$ cat src/rtl/reg_6_8b_tx_if.sv
// Frame-request / UART line bundle between the time source and the 6-byte transmitter.
// master drives the request and payload; slave is the transmitter itself.
interface reg_6_8b_tx_if;
    logic [5:0][7:0] time_reg;
    logic            send;
    logic            tx;
    logic            busy;
    logic            done;

    modport master (output time_reg, output send, input tx, input busy, input done);
    modport slave  (input time_reg, input send, output tx, output busy, output done);
endinterface

$ cat src/rtl/reg_6_8b_tx.sv
// UART transmitter for the 6-byte time frame: sends 'r', time_reg[0..5], 't'
// as eight back-to-back 8N1 characters, each bit BIT_CYCLES clocks long.
module reg_6_8b_tx #(
    parameter int unsigned baudrate = 9600,
    parameter int unsigned clk_frec = 100000000
) (
    input  logic         clk,
    input  logic         rst,
    reg_6_8b_tx_if.slave bus
);
    localparam int unsigned BIT_CYCLES = clk_frec / baudrate;
    localparam int unsigned BAUD_W     = $clog2(BIT_CYCLES);
    localparam logic [BAUD_W-1:0] BAUD_LAST = BAUD_W'(BIT_CYCLES - 1);
    localparam logic [7:0] HEAD = 8'h72;
    localparam logic [7:0] TAIL = 8'h74;

    typedef enum logic [1:0] {IDLE, START, DATA, STOP} state_t;

    state_t            state_q, state_d;
    logic [BAUD_W-1:0] baud_q, baud_d;
    logic [2:0]        bit_q, bit_d;
    logic [2:0]        idx_q, idx_d;
    logic [5:0][7:0]   pay_q, pay_d;
    logic              tx_q, tx_d;
    logic              done_q, done_d;
    logic [7:0]        byte_cur;
    logic              baud_end;

    assign baud_end = (baud_q == BAUD_LAST);

    // Frame byte idx 0 and 7 are the fixed markers; 1..6 come from the latched payload.
    always_comb begin
        byte_cur = pay_q[idx_q - 3'd1];
        if (idx_q == 3'd0) byte_cur = HEAD;
        if (idx_q == 3'd7) byte_cur = TAIL;
    end

    always_ff @(posedge clk) begin
        if (rst) begin
            state_q <= IDLE;
            baud_q  <= '0;
            bit_q   <= '0;
            idx_q   <= '0;
            pay_q   <= '0;
            tx_q    <= 1'b1;
            done_q  <= 1'b0;
        end else begin
            state_q <= state_d;
            baud_q  <= baud_d;
            bit_q   <= bit_d;
            idx_q   <= idx_d;
            pay_q   <= pay_d;
            tx_q    <= tx_d;
            done_q  <= done_d;
        end
    end

    always_comb begin
        state_d = state_q;
        baud_d  = baud_q;
        bit_d   = bit_q;
        idx_d   = idx_q;
        pay_d   = pay_q;
        tx_d    = tx_q;
        done_d  = 1'b0;

        case (state_q)
            IDLE: begin
                if (bus.send) begin
                    pay_d   = bus.time_reg;
                    state_d = START;
                    baud_d  = '0;
                    idx_d   = '0;
                    tx_d    = 1'b0;
                end
            end
            START: begin
                if (baud_end) begin
                    baud_d  = '0;
                    bit_d   = '0;
                    state_d = DATA;
                    tx_d    = byte_cur[0];
                end else begin
                    baud_d = baud_q + BAUD_W'(1);
                end
            end
            DATA: begin
                if (baud_end) begin
                    baud_d = '0;
                    if (bit_q == 3'd7) begin
                        state_d = STOP;
                        tx_d    = 1'b1;
                    end else begin
                        bit_d = bit_q + 3'd1;
                        tx_d  = byte_cur[bit_q + 3'd1];
                    end
                end else begin
                    baud_d = baud_q + BAUD_W'(1);
                end
            end
            STOP: begin
                if (baud_end) begin
                    baud_d = '0;
                    if (idx_q == 3'd7) begin
                        state_d = IDLE;
                        idx_d   = '0;
                        done_d  = 1'b1;
                    end else begin
                        idx_d   = idx_q + 3'd1;
                        state_d = START;
                        tx_d    = 1'b0;
                    end
                end else begin
                    baud_d = baud_q + BAUD_W'(1);
                end
            end
            default: state_d = IDLE;
        endcase
    end

    assign bus.tx   = tx_q;
    assign bus.busy = (state_q != IDLE);
    assign bus.done = done_q;
endmodule

$ cat src/flat_wrapper.sv
// flat-port wrapper written by rule: the top's interface ports become plain ports
module reg_6_8b_tx_flat 
#(
    parameter int unsigned baudrate = 9600,
    parameter int unsigned clk_frec = 100000000
)
  (clk, rst, bus_time_reg, bus_send, bus_tx, bus_busy, bus_done);
  reg_6_8b_tx_if bus_i ();
  input  logic clk;
  input  logic rst;
  input wire logic [$bits(bus_i.time_reg)-1:0] bus_time_reg;
  input wire logic [$bits(bus_i.send)-1:0] bus_send;
  output wire logic [$bits(bus_i.tx)-1:0] bus_tx;
  output wire logic [$bits(bus_i.busy)-1:0] bus_busy;
  output wire logic [$bits(bus_i.done)-1:0] bus_done;
  assign bus_i.time_reg = bus_time_reg;
  assign bus_i.send = bus_send;
  assign bus_tx = bus_i.tx;
  assign bus_busy = bus_i.busy;
  assign bus_done = bus_i.done;
  reg_6_8b_tx #(.baudrate(baudrate), .clk_frec(clk_frec)) u_core (.clk(clk), .rst(rst), .bus(bus_i));
endmodule
$ cat config.mk
export PLATFORM = sky130hd
export DESIGN_NAME = reg_6_8b_tx_flat
export DESIGN_NICKNAME = d
export VERILOG_FILES = /design/src/rtl/reg_6_8b_tx_if.sv /design/src/rtl/reg_6_8b_tx.sv /design/src/flat_wrapper.sv
export SDC_FILE = /design/constraint.sdc
export NUM_CORES = 1
export LEC_CHECK = 0
export BUFFER_PORTS_ARGS = -buffer_cell sky130_fd_sc_hd__buf_2
export CAP_MARGIN = 20
export CELL_PAD_IN_SITES_DETAIL_PLACEMENT = 1
export CELL_PAD_IN_SITES_GLOBAL_PLACEMENT = 1
export CORE_ASPECT_RATIO = 0.9
export CORE_MARGIN = 5
export CORE_UTILIZATION = 30
export DETAILED_ROUTE_END_ITERATION = 16
export GPL_ROUTABILITY_DRIVEN = 0
export HOLD_SLACK_MARGIN = 0.08
export PLACE_DENSITY = 0.69
export RECOVER_POWER = 50
export SYNTH_ARGS = -nofsm -noshare
export SYNTH_HDL_FRONTEND = slang
export SYNTH_SLANG_ARGS = --single-unit
$ cat constraint.sdc
create_clock -name clk -period 3.28 [get_ports clk]
set_clock_uncertainty 0.15 [all_clocks]
set_input_delay 0.328 -clock clk [delete_from_list [all_inputs] [get_ports clk]]
set_output_delay 0.328 -clock clk [all_outputs]
set_load 0.02 [all_outputs]
# ---- Word-level counts from Yosys, hierarchy flattened
# Cells that the tools add are included.
dict set report classes {
  n_addsub 4
  magnitude_cmp 2
  n_eq_ne 13
  muxes 32
  bitwise 2
  n_reduce_logical 12
}
# cell n
set op_table {}
lappend op_table {{two-way mux 14 bit} 2}
lappend op_table {{one-hot mux 14 bit (2 select lines)} 1}
lappend op_table {{binary-select mux 8 bit (select 3 bit)} 1}
lappend op_table {{two-way mux 8 bit} 3}
lappend op_table {{two-way mux 3 bit} 6}
lappend op_table {{adder 14 x 1 -> 14 bit (second input constant)} 1}
lappend op_table {{== test 14 bit (second input constant)} 1}
lappend op_table {{one-hot mux 3 bit (2 select lines)} 2}
lappend op_table {{two-way mux 2 bit} 5}
lappend op_table {{AND reduction 5 bit} 2}
lappend op_table {{two-way mux 1 bit} 9}
lappend op_table {{less-than comparator 3 x 4 -> 1 bit (second input constant)} 2}
lappend op_table {{!= test 2 x 1 -> 1 bit (second input constant)} 4}
lappend op_table {{one-hot mux 2 bit (4 select lines)} 1}
lappend op_table {{adder 3 x 1 -> 3 bit (second input constant)} 2}
lappend op_table {{== test 3 bit (second input constant)} 2}
lappend op_table {{!= test 2 bit (second input constant)} 3}
lappend op_table {{nonzero test 2 bit} 3}
lappend op_table {{OR reduction 3 bit} 2}
lappend op_table {{== test 2 bit (second input constant)} 2}
lappend op_table {{one-hot mux 1 bit (4 select lines)} 1}
lappend op_table {{AND reduction 4 bit} 1}
lappend op_table {{binary-select mux 1 bit (select 3 bit)} 1}
lappend op_table {{zero test 3 bit} 1}
lappend op_table {{other kinds (6)} 7}
dict set report totals {
  regBits 72
  input_bits 51
  output_inout_bits 3
  wordCells 77
}

# ---- Depth between registers and ports, before layout
dict set report depth {
  ltp_word 10
  depth_mapped 12
  depth_no_buf 8
}

# ---- Worst setup path before layout
# Ideal clock, no wire load.
dict set report synth_timing {
  kind {register to register}
  from {reg u_core.idx_q[0]}
  to {reg u_core.tx_q, in the netlist u_core.bus.tx}
  setup_ns 0.116
  arrival_ns 2.712
  required_ns 3.014
  setup_slack_ns 0.302
  path_stages_with_launch 13
  n_path_buf 4
  synth_period_minus_slack_ns 2.978
  path_cell_list {dfxtp_1 buf_2 buf_2 inv_1 ha_1 clkbuf_1 buf_1 mux4_2 o21ai_0 a31oi_1 nor4_1 o32ai_1 a41o_1}
}
dict set report synth_via {
  elab_chain_cells 10
  elab_cells_between_ends 15
  cone_classes {1 x add/sub; 2 x eq/ne; 10 x mux; 2 x reduce/logical}
}
# element line_no
set synth_rtl {}
lappend synth_rtl {{start: declaration} reg_6_8b_tx.sv:22} ;# logic [2:0] idx_q, idx_d;
lappend synth_rtl {{start signal: assignment} reg_6_8b_tx.sv:51} ;# idx_q <= idx_d;
lappend synth_rtl {{subtractor 3 x 1 -> 3 bit} reg_6_8b_tx.sv:33} ;# byte_cur = pay_q[idx_q - 3'd1];
lappend synth_rtl {{binary-select mux 8 bit (select 3 bit)} reg_6_8b_tx.sv:33}
lappend synth_rtl {{two-way mux 8 bit (implied by the code)} reg_6_8b_tx.sv:33}
lappend synth_rtl {{two-way mux 8 bit} reg_6_8b_tx.sv:34} ;# if (idx_q == 3'd0) byte_cur = HEAD;
lappend synth_rtl {{two-way mux 8 bit} reg_6_8b_tx.sv:35} ;# if (idx_q == 3'd7) byte_cur = TAIL;
lappend synth_rtl {{binary-select mux 1 bit (select 3 bit)} reg_6_8b_tx.sv:95} ;# tx_d = byte_cur[bit_q + 3'd1];
lappend synth_rtl {{two-way mux 1 bit (implied by the code)} reg_6_8b_tx.sv:95}
lappend synth_rtl {{two-way mux 1 bit} reg_6_8b_tx.sv:90} ;# if (bit_q == 3'd7) begin
lappend synth_rtl {{two-way mux 1 bit} reg_6_8b_tx.sv:88} ;# if (baud_end) begin
lappend synth_rtl {{one-hot mux 1 bit (4 select lines)} reg_6_8b_tx.sv:67} ;# case (state_q)
lappend synth_rtl {{end signal: assignment} reg_6_8b_tx.sv:53} ;# tx_q <= tx_d;
lappend synth_rtl {{end: declaration} reg_6_8b_tx.sv:24} ;# logic tx_q, tx_d;
# Parallel ways exist; a longest one is shown, timed or not. The select of a mux whose other input is x is not followed.
# A chain may end at the register's enable or synchronous reset.

# ---- Final worst setup path
# Ends and elaborated chain as after synthesis.

==> metrics <==
IO Pins 54; CP Cell Sequence inv_1 -> ha_1 -> mux4_2 -> o211ai_1 -> a21oi_1 -> nor4_1 -> o32ai_1 -> a41o_1; largest net degree at the start of global routing 46; top_reg_cell synth dfxtp_1; Crit. End Element flop; Max stage delay on crit path around 0.73 ns; share of cells above drive strength 1 between 15 and 20%; post-layout net count 534; top cell type by total area after synthesis dfxtp_1; Leak approximately 1.6 nW; RSZ-0062 raised after global routing no; Final Core Density between 30 and 40%; Synth cell types 46; Buffers on Ports 53; Slew HR around 40%; Clock Root Buffer clkbuf_16; CTS max path bufs 2; Seq/Total Area, Yosys a little over two fifths; P_int roughly 0.0018 W; routed length per placed instance approximately 15 µm; final global-route overflow total 0; synth top area cells dfxtp_1 42%, nand2_1 12%, a21oi_1 9.2%; post-CTS setup buffer count 0; largest family of logic cells by synthesized area simple AND/OR/NAND/NOR gates; htree depth 3; Cell Pwr Density between 600 and 700 mW/mm²; first-pass GRT wire length about 16 mm; startpoint types flop; Die Height 112 µm; count of final setup violators 0; Final period util about 86%; Synth Instances 426; final WL 9.64 mm; Initial Util between 30% and 40%; Post-Synth XOR/XNOR Area between 2 and 3%; Comb pwr share 27.5%; Std-Cell Rows 37; Syn Std Cell Area 0.00346 mm²; Hold Path Class in2reg; worst slew pin tran roughly 0.9 ns; clock slew at reported path FFs approximately 0.060 ns; Syn Nets ~500; via count ~3100; Mean Syn Cell Area 8.13 µm²; initial DRC count 146; Routed Antenna Nets 0; Reg power frac 39.9%; Req. time, crit path 3.35 ns; switching pwr approximately 0.00096 W; multiplexer share of the synthesized area 7.91%; adder-cell area share of the yosys netlist 4.33%; Switching Share 35.0%; CP max FO 18; Max Clk Rate 353 MHz; hpwl dp roughly 7.3 mm; ANT cells 0; drt drc 0; number of global-route vias before repair between 3000 and 4000; Max Cap Viol 0; Final Max Tran Viols 0; VDD IR-drop max 209 µV; yosys warns 0; Clock Latency Late Sink ~0.33 ns; status complete, no violations; Compound-Gate Fraction of Synth Area approximately 16%; clock sinks 72; total CTS buffers 9; Arr. time, crit path about 2.9 ns; clock power share 32.6%; Vias/cell about 5; area grow syn2layout 19.0%; die footprint 0.0138 mm²; die width ~120 µm; Yosys reg bits 72; type of the worst setup path reg2reg; CORE AREA 0.0114 mm²; GR Util All Layers between 10 and 15%; EDFF count, synth 0; initial antenna violation count 0; Pre-Repair DR Iteration Count 4; Critical-path top delay cell ha_1; Min Clock Period, post-route 2.83 ns; post-cts sizing count 0; CTS tree built; Final Hold Viols 0; Synth async-reset ratio 0%; post-synth top area share 41.6%; most numerous cell in the Yosys netlist nand2_1; Post-Synth Simple-Gate Area 23.1%; Synth top cells by count 111 x nand2_1, 72 x dfxtp_1, 64 x a21oi_1, 22 x clkbuf_1, 22 x nor2_1; setup TNS 0 ns
kinds of logic (layout without fill, tap and decap cells):
logic type | count (synthesis) | in the layout
flip-flops | 72 | 72
XOR/XNOR | 11 | 11
AND/OR/NAND/NOR | 179 | 179
AO/OA/AOI/OAI | 99 | 99
adder cells (fa/ha/maj) | 12 | 12
multiplexers | 18 | 18
buffers and inverters | 35 | 85
registers in the layout, summed over array words and instances (netlist names):
| register | flops |
|---|---|
| u_core.baud_q | 14 |
| u_core.bit_q | 3 |
| u_core.bus.done | 1 |
| u_core.bus.tx | 1 |
| u_core.idx_q | 3 |
| u_core.pay_q | 48 |
| u_core.state_q | 2 |
routing by layer:
metal / GRT usage [%] / share of wire (%)
met1: 18.0 / 44
met2: 25.2 / 51
met4: 3.99 / 1.2
met5: 0 / 0
met3: 3.40 / 3.6
power by group through the flow:
| stage | registers (W) | logic [W] | clock network, W |
|---|---|---|---|
| 6_report | 0.00109 | 0.000754 | 0.000894 |
| 5_1_grt | 0.00111 | 0.000850 | 0.000947 |
| 4_1_cts | 0.00110 | 0.000776 | 0.000912 |
| 3_5_place_dp | 0.00111 | 0.000767 | 0 |
| 3_3_place_gp | 0.00111 | 0.000744 | 0 |
| 2_1_floorplan | 0.00108 | 0.000552 | 0 |
cell type report:
type                       instances  area, µm²
inverter                           9       33.8
clock inverter                     7       46.3
multi-input combinational        319       1870
fill                            1423       7270
tap                              156        195
sequential                        72       1440
timing repair buffer              60        310
clock buffer                       9        225
path summary, 6_finish.rpt:
path / startpoint / end / slack, ns / depth (start not counted)
worst max-delay path: u_core.idx_q[0] / u_core.bus.tx / 0.45 / 8
worst min-delay path: bus_time_reg[45] / u_core.pay_q[45] / 0.08 / 3
worst max register to register: u_core.idx_q[0] / u_core.bus.tx / 0.45 / 8
worst min register to register: u_core.pay_q[8] / u_core.pay_q[8] / 0.31 / 2
critical path: cells and delay by family, from the launching register on:
kind	cells	cell delay (ns)
AOI/OAI and AO/OA	4	0.64
adders and majority gates	1	0.73
muxes	1	0.41
buffers and inverters	1	0.12
and+or+nand+nor	1	0.33
DFF	1	0.34
layout by cell type (no fill, tap or decap), types with 3 or more instances in the layout:
cell          n
mux2_2        5
or3_1         4
nor2_1       22
dfxtp_1      72
a21oi_1      64
xor2_1        9
buf_4         4
clkbuf_16     9
nand2b_1      6
nand4_1       5
mux4_2        7
nor3_1        5
buf_2        50
o21ai_0      12
clkinvlp_4    3
and3_1        3
mux2i_1       6
nand3_1       9
nand2_1     111
clkinv_2      3
ha_1         12
o211ai_1      4
clkbuf_1      4
inv_1         9
a2111oi_0     3
a31oi_1       3
nor2b_1       5
stage by stage:
step                      setup WS [ns]  hold WS, ns  total power (W)  instances  area (µm²)
after floorplan                   0.302        0.282          0.00163        426        3460
after CTS                         0.501       0.0802          0.00278        632        4150
after global routing              0.246       0.0808          0.00291        632        4120
final                             0.450       0.0831          0.00274        632        4120
after global placement            0.669        0.295          0.00185        615        3870
after detailed placement          0.516        0.297          0.00188        615        3870
what timing repair did:
item,4_1_cts,5_1_grt
endpoints found under the setup margin,0,0
endpoints found under the hold margin,1,0
hold buffers,1,0
(Power assumes the default switching activity.)
